### src/rtl/mips_mem_arbiter.sv
// Shares one single-port memory between instruction fetch and data access.
// The data port has priority; a starvation counter forces a fetch grant after STARVE_LIMIT data wins.
module mips_mem_arbiter #(
  parameter int unsigned AW           = 10,
  parameter int unsigned DW           = 32,
  parameter int unsigned MEM_LAT      = 1,
  parameter int unsigned STARVE_LIMIT = 3
) (
  input  logic          clk,
  input  logic          reset,
  input  logic          if_req,
  input  logic [AW-1:0] if_addr,
  output logic          if_ack,
  output logic [DW-1:0] if_rdata,
  output logic          if_stall,
  input  logic          d_req,
  input  logic          d_we,
  input  logic [AW-1:0] d_addr,
  input  logic [DW-1:0] d_wdata,
  output logic          d_ack,
  output logic [DW-1:0] d_rdata,
  output logic          d_stall,
  output logic          mem_en,
  output logic          mem_we,
  output logic [AW-1:0] mem_addr,
  output logic [DW-1:0] mem_wdata,
  input  logic [DW-1:0] mem_rdata,
  output logic          busy
);

  typedef enum logic [1:0] {StIdle, StIssue, StWait, StAck} state_e;

  localparam logic [3:0] LatInit   = 4'(MEM_LAT);
  localparam logic [3:0] StarveMax = 4'(STARVE_LIMIT);

  state_e     state;
  logic       owner_d;  // 1: data port owns the current access
  logic [3:0] lat_cnt;
  logic [3:0] starve_cnt;
  logic       if_wins;

  assign if_wins  = if_req & (~d_req | (starve_cnt == StarveMax));
  assign if_stall = if_req & ~if_ack;
  assign d_stall  = d_req & ~d_ack;

  always_ff @(posedge clk) begin
    if (reset) begin
      state      <= StIdle;
      owner_d    <= 1'b0;
      lat_cnt    <= '0;
      starve_cnt <= '0;
      mem_en     <= 1'b0;
      mem_we     <= 1'b0;
      mem_addr   <= '0;
      mem_wdata  <= '0;
      if_ack     <= 1'b0;
      d_ack      <= 1'b0;
      if_rdata   <= '0;
      d_rdata    <= '0;
      busy       <= 1'b0;
    end else begin
      mem_en <= 1'b0;
      if_ack <= 1'b0;
      d_ack  <= 1'b0;
      unique case (state)
        StIdle: begin
          if (if_req || d_req) begin
            if (if_wins) begin
              owner_d    <= 1'b0;
              mem_addr   <= if_addr;
              mem_we     <= 1'b0;
              mem_wdata  <= '0;
              starve_cnt <= '0;
            end else begin
              owner_d   <= 1'b1;
              mem_addr  <= d_addr;
              mem_we    <= d_we;
              mem_wdata <= d_wdata;
              if (if_req && starve_cnt < StarveMax) starve_cnt <= starve_cnt + 4'd1;
            end
            mem_en <= 1'b1;
            busy   <= 1'b1;
            state  <= StIssue;
          end
        end
        StIssue: begin
          lat_cnt <= LatInit;
          state   <= StWait;
        end
        StWait: begin
          lat_cnt <= lat_cnt - 4'd1;
          if (lat_cnt == 4'd1) begin
            if (owner_d) begin
              d_ack <= 1'b1;
              if (!mem_we) d_rdata <= mem_rdata;
            end else begin
              if_ack   <= 1'b1;
              if_rdata <= mem_rdata;
            end
            state <= StAck;
          end
        end
        StAck: begin
          busy  <= 1'b0;
          state <= StIdle;
        end
        default: state <= StIdle;
      endcase
    end
  end

endmodule

### config.mk
export PLATFORM = sky130hd
export DESIGN_NAME = mips_mem_arbiter
export DESIGN_NICKNAME = d
export VERILOG_FILES = /design/src/rtl/mips_mem_arbiter.sv
export SDC_FILE = /design/constraint.sdc
export NUM_CORES = 1
export LEC_CHECK = 0
export ABC_AREA = 1
export BUFFER_PORTS_ARGS = -buffer_cell sky130_fd_sc_hd__buf_2
export CORE_ASPECT_RATIO = 1.2
export CORE_MARGIN = 1.5
export CORE_UTILIZATION = 47
export DETAILED_ROUTE_END_ITERATION = 8
export GPL_TIMING_DRIVEN = 0
export PLACE_DENSITY_LB_ADDON = 0.12
export SLEW_MARGIN = 20
export SYNTH_ARGS = -nofsm -noshare
export SYNTH_HDL_FRONTEND = slang
export SYNTH_SLANG_ARGS = --single-unit
### constraint.sdc
create_clock -name clk -period 2.05 [get_ports clk]
set_clock_uncertainty 0.15 [all_clocks]
set_input_delay 0.1025 -clock clk [delete_from_list [all_inputs] [get_ports clk]]
set_output_delay 0.1025 -clock clk [all_outputs]
set_load 0.05 [all_outputs]
==> impl_results.md, run 1 <==
- Area leader, netlist: dfxtp_1
- Power per Cell Area: 1193 mW/mm²
- Total CTS buffers: 17
- Lkg Pwr: 3.574 nW
- Register area share after synthesis: 0.5183
- Relative slew slack: 0.6730
- Critical Path RT: 2.21 ns
- Area delta synth->final: 56.13%
- Initial antenna violation count: 0
- Worst IR Drop VDD: 0.6576 mV
- Router iterations before antenna repair: 7
- Proportion of netlist area held by the largest area contributor: 0.5183
- Worst setup margin: 0.1666 ns
- Final WL: 14.66 mm
- Wirelength per Cell: 13.92 µm
- Vert. Die Dim: 112.7 µm
- RSZ-0062 raised after global routing: false
- CTS tree: done
- Total GRT Usage: 0.2743
- Worst r2r path cells: 8
- IO Pins: 202
- Worst EP arrival: 2.04 ns
- Min-delay worst type: primary input to register
- Core area: 0.009613 mm²
- Synth warn: 0
- Bufs on Longest Clock Path: 2
- Port bufs: 200
- Critical path class: register to register
- Initial drt markers: 300
- Worst hold path startpoint: d_req
- Clk_lat worst skew: 0.41 ns
- Multi-input logic area: 0.001917 mm²
- CTS Sinks: 122
- Setup TNS: 0 ns
- Final hold slack: 0.02817 ns
- Share of layout cells above drive strength 1: 0.2925
- Highest Clock Rate: 530.9 MHz
- Mapped cell area: 0.004712 mm²
- Syn Inst Count: 611
- Worst slew pin tran: 0.4905 ns
- Via count: 5224
- Synthesized area per cell: 7.712 µm²
- Final core occ: 0.7653
- Register area: 0.002442 mm²
- Hold path cells: 4
- # rows: 39
- CP endpoint kind: register
- GRT Residual Overflow: 0
- Status: finished, final reports clean
- Final Hold Viols: 0
- Die area: 0.01064 mm²
- Post-DP HPWL: 9.427 mm
- Setup crit start kind: register
- Routability Congestion: 0.8371
- # H-tree levels: 4
- Critical-path maximum fanout: 10
- RR Startpoint: state[0]$_SDFFE_PP0P_
- Final worst path period need: 1.883 ns
- Final setup viols: 0
- Chip Width: 94.41 µm
- DRC viols: 0
- Initial Util: 0.4902
- Syn_nets: 707
- Pins Over Slew Limit: 0
- Clk root buf: clkbuf_16
- CTS clk-pin slew, worst paths: 0.06 ns
- Vias in the first global route: 4897
- DR vias/cell: 4.961
- Largest net degree at the start of global routing: 17
- Synth cell types: 27
- Max Cap Viol: 0
- Final ANT Viol Nets: 0
- Nets: 1013
- Crit share post-route: 0.9188
- Yosys reg bits: 122
- Global-route wire length before repair: 22.78 mm
- Synth top area cells: dfxtp_1 (52%), nor2_1 (14%), o21ai_0 (7.2%), nand3_1 (5.1%), nand2_1 (4.9%)
- N_diodes: 0
- Critical Path Start: state[0]$_SDFFE_PP0P_
- Placement Setup Slack: 0.1703 ns
- Fillers: 685
## logic make-up (layout without fill, tap and decap cells)
family                     count (synthesis)  in the layout  synth area share
DFF                                      122            122            0.5183
and+or+nand+nor                          291            291            0.2512
AOI/OAI and AO/OA                        124            124            0.1370
adders and majority gates                  7              7           0.01859
buffers and inverters                     67            386           0.07488
## layout by cell type (no fill, tap or decap), types with 2 or more instances in the layout
| cell | count |
|---|---|
| ha_1 | 7 |
| nor2_1 | 173 |
| buf_4 | 4 |
| clkinv_4 | 5 |
| inv_2 | 5 |
| o21ai_0 | 68 |
| buf_6 | 8 |
| clkbuf_1 | 12 |
| buf_2 | 211 |
| clkbuf_2 | 2 |
| a21oi_2 | 2 |
| clkinvlp_4 | 2 |
| a21oi_1 | 42 |
| bufinv_16 | 3 |
| nor3_1 | 2 |
| dfxtp_1 | 122 |
| inv_6 | 3 |
| dlygate4sd3_1 | 87 |
| inv_1 | 22 |
| nor2_2 | 2 |
| nand2_1 | 62 |
| o21ai_1 | 9 |
| nand3_1 | 48 |
| clkbuf_16 | 17 |
## per-layer routing
| metal | routed length [µm] | global-route usage | vias to the layer above |
|---|---|---|---|
| met5 | 0 | 0 | - |
| met4 | 395 | 0.1184 | 0 |
| met3 | 1181 | 0.08808 | 37 |
| met2 | 7314 | 0.4782 | 238 |
| met1 | 5766 | 0.3011 | 2351 |
| li1 | - | - | 2598 |
## Yosys cell counts, drive strengths merged
cell,count
o21a,1
buf,24
nand3,48
o21ai,79
nor3,2
nand4,2
ha,7
nand2,63
clkbuf,15
nor4b,1
inv,28
nor2,175
a21oi,44
dfxtp,122
## power breakdown
part | total [mW] | switching (mW) | internal, mW
clock network | 3.08 | 1.15 | 1.94
registers | 2.88 | 0.177 | 2.70
logic | 2.82 | 1.98 | 0.838
## worst max-delay path, stage by stage (launching register included)
cell	delay [ns]
dfxtp_1	0.31
inv_1	0.13
ha_1	0.28
nand3_1	0.12
nor2_2	0.27
inv_2	0.11
buf_2	0.20
nor2_1	0.15
nor2_1	0.07
## flip-flops by register name, indices dropped and copies added (netlist names), 2 cells and up
name,count
d_rdata,32
if_rdata,32
mem_wdata,32
mem_addr,10
lat_cnt,4
starve_cnt,4
state,2
## cell type report
class                      count  area share
tap                          123     0.02092
buffer                        39     0.03367
clock inverter                15     0.02602
timing repair buffer         287      0.2544
sequential                   122      0.3320
multi-input combinational    422      0.2605
inverter                      28     0.01463
clock buffer                  17     0.05782
## worst paths after layout
check                                    end  slack [ns]
setup / recovery    d_rdata[31]$_SDFFE_PP0P_        0.17
hold / removal     mem_wdata[0]$_SDFFE_PP0P_        0.03
setup reg to reg    d_rdata[31]$_SDFFE_PP0P_        0.17
hold reg to reg   mem_wdata[12]$_SDFFE_PP0P_        0.31
## metrics by stage
| stage | instances | cell area, µm² | total power, mW |
|---|---|---|---|
| after floorplan | 611 | 4712 | 4.913 |
| after global placement | 934 | 5867 | 5.499 |
| after detailed placement | 934 | 5867 | 5.562 |
| after CTS | 1053 | 7355 | 8.779 |
| after global routing | 1053 | 7357 | 9.195 |
| final | 1053 | 7357 | 8.780 |
## what timing repair did
item,4_1_cts,5_1_grt
endpoints found under the hold margin,110,0
gates resized for setup,0,4
hold buffers,87,0
setup endpoints to repair,0,4
setup buffers,0,0
Note: power is estimated with default switching activity, not from simulation.
==> run 2: changes to the inputs <==
==> constraint.sdc (replaced) <==
create_clock -name clk -period 2.05 [get_ports clk]
set_clock_uncertainty 0.15 [all_clocks]
set_input_delay 0.41 -clock clk [delete_from_list [all_inputs] [get_ports clk]]
set_output_delay 0.41 -clock clk [all_outputs]
set_load 0.05 [all_outputs]
==> impl_results.md, run 2 (synthesized netlist as in run 1, its figures left out) <==
- Status: finished, final reports clean
- DR vias/cell: 4.919 (-0.84%)
- Bufs on Longest Clock Path: 2 (unchanged)
- CP endpoint kind: register
- Fillers: 848 (+24%)
- Min-delay worst type: primary input to register
- Tot Pwr: 8.594 mW (-2.1%)
- Most common cell after layout, fill and taps aside: buf_2
- Crit share post-route: 0.9046 (-0.01418)
- Clk_lat worst skew: 0.41 ns (about the same)
- Post-DP HPWL: 9.427 mm (unchanged)
- Port bufs: 200 (unchanged)
- Final ANT Viol Nets: 0 (unchanged)
- Final setup viols: 0 (unchanged)
- Share of layout cells above drive strength 1: 0.3227 (+0.03018)
- Largest net degree at the start of global routing: 17 (unchanged)
- Nets: 926 (-8.6%)
- CTS tree: done
- # H-tree levels: 4 (unchanged)
- Relative slew slack: 0.6676 (-0.005391)
- Worst slew pin tran: 0.4986 ns (+0.008086 ns)
- Chip Width: 94.41 µm (unchanged)
- Critical path class: register to register
- Global-route wire length before repair: 20.14 mm (-12%)
- Worst IR Drop VDD: 0.6432 mV (-2.2%)
- Final worst path period need: 1.854 ns (-0.02906 ns)
- Max Cap Viol: 0 (unchanged)
- Worst EP arrival: 2.00 ns (-0.04 ns)
- Total GRT Usage: 0.2427 (-0.03162)
- Router iterations before antenna repair: 5 (-2)
- Vert. Die Dim: 112.7 µm (unchanged)
- GRT Residual Overflow: 0 (unchanged)
- Vias in the first global route: 4355 (-11%)
- Setup crit start kind: register
- Highest Clock Rate: 539.3 MHz (+1.6%)
- Post-CTS setup buffers: 0 (unchanged)
- Core area: 0.009613 mm² (unchanged)
- Lkg Pwr: 3.211 nW (-10%)
- CTS Sinks: 122 (unchanged)
- Most frequent cells in the layout: buf_2 (211), nor2_1 (173), dfxtp_1 (122), o21ai_0 (68), nand2_1 (62)
- Area delta synth->final: 37.65%
- Top flop regs: d_rdata: 32 flops, if_rdata: 32 flops, mem_wdata: 32 flops
- Routability Congestion: 0.8371 (unchanged)
- IO Pins: 202 (unchanged)
- Initial antenna violation count: 0 (unchanged)
- Final WL: 12.80 mm (-13%)
- Die area: 0.01064 mm² (unchanged)
- Setup TNS: 0 ns (unchanged)
- Wirelength per Cell: 13.25 µm (-4.8%)
- Clk root buf: clkbuf_16
- Final hold slack: 0.08162 ns (+0.05345 ns)
- Critical-path maximum fanout: 10 (unchanged)
- Total CTS buffers: 17 (unchanged)
- CTS clk-pin slew, worst paths: 0.06 ns (about the same)
- Via count: 4752 (-9.0%)
- Final Hold Viols: 0 (unchanged)
- Critical Path RT: 2.20 ns (about the same)
- RSZ-0062 raised after global routing: false
- Initial Util: 0.4902 (unchanged)
- Initial drt markers: 237 (-21%)
- Power per Cell Area: 1325 mW/mm² (+11%)
- # rows: 39 (unchanged)
- DRC viols: 0 (unchanged)
- Pins Over Slew Limit: 0 (unchanged)
- N_diodes: 0 (unchanged)
[run 2: metal layers]
layer  routed length (µm)  vias to the layer above  share of wire  GRT usage
met5                    0                        -              0          0
li1                     -                     2425              -          -
met1                 5272                     2128           0.41     0.2827
met3                 1150                       18          0.090     0.1009
met4                  203                        0          0.016    0.08060
met2                 6172                      181           0.48     0.4000
[run 2: path summary, 6_finish.rpt]
kind,startpoint,endpoint,slack (ns),cells past startpoint
worst max-delay path,state[0]$_SDFFE_PP0P_,if_rdata[14]$_SDFFE_PP0P_,0.20,8
worst min-delay path,mem_rdata[2],d_rdata[2]$_SDFFE_PP0P_,0.08,3
worst max register to register,state[0]$_SDFFE_PP0P_,if_rdata[14]$_SDFFE_PP0P_,0.20,8
worst min register to register,mem_wdata[15]$_SDFFE_PP0P_,mem_wdata[15]$_SDFFE_PP0P_,0.31,2
[run 2: timing repair]
| item | in CTS | in global routing |
|---|---|---|
| endpoints found under the setup margin | 0 | 5 |
| resized for setup | 0 | 4 |
| endpoints found under the hold margin | 0 | 0 |
| hold buffers | 0 | 0 |
[run 2: stage by stage]
stage	setup slack [ns]	instance area (µm²)	std cells	util
floorplan	0.3003	4712	611	-
global placement	0.2082	5867	934	0.6103
detailed placement	0.1703	5867	934	0.6103
CTS	0.1273	6484	966	0.6745
global route	0.01987	6486	966	0.6747
finish	0.1956	6486	966	0.6747
[run 2: where the power goes]
| group | total [mW] | internal (mW) | switching (mW) |
|---|---|---|---|
| logic | 2.66 | 0.729 | 1.93 |
| registers | 2.87 | 2.70 | 0.171 |
| clock network | 3.07 | 1.94 | 1.13 |
| total | 8.59 | 5.36 | 3.23 |
[run 2: worst max-delay path, stage by stage, from the launching register on]
cell      delay, ns
dfxtp_1        0.31
inv_1          0.13
ha_1           0.27
inv_2          0.08
nor2_2         0.11
nand4_2        0.18
clkbuf_2       0.25
o21ai_0        0.20
nor2_1         0.07
[run 2: final cells by class]
| class | instances | area, µm² | area share |
|---|---|---|---|
| clock buffers | 17 | 425.4 | 0.06559 |
| clock inverters | 15 | 191.4 | 0.02951 |
| multi-input cells | 422 | 1917 | 0.2955 |
| repair buffers | 200 | 1001 | 0.1543 |
| well taps | 123 | 153.9 | 0.02373 |
| plain buffers | 39 | 247.7 | 0.03819 |
| inverters | 28 | 107.6 | 0.01659 |
| flip-flops and latches | 122 | 2442 | 0.3765 |
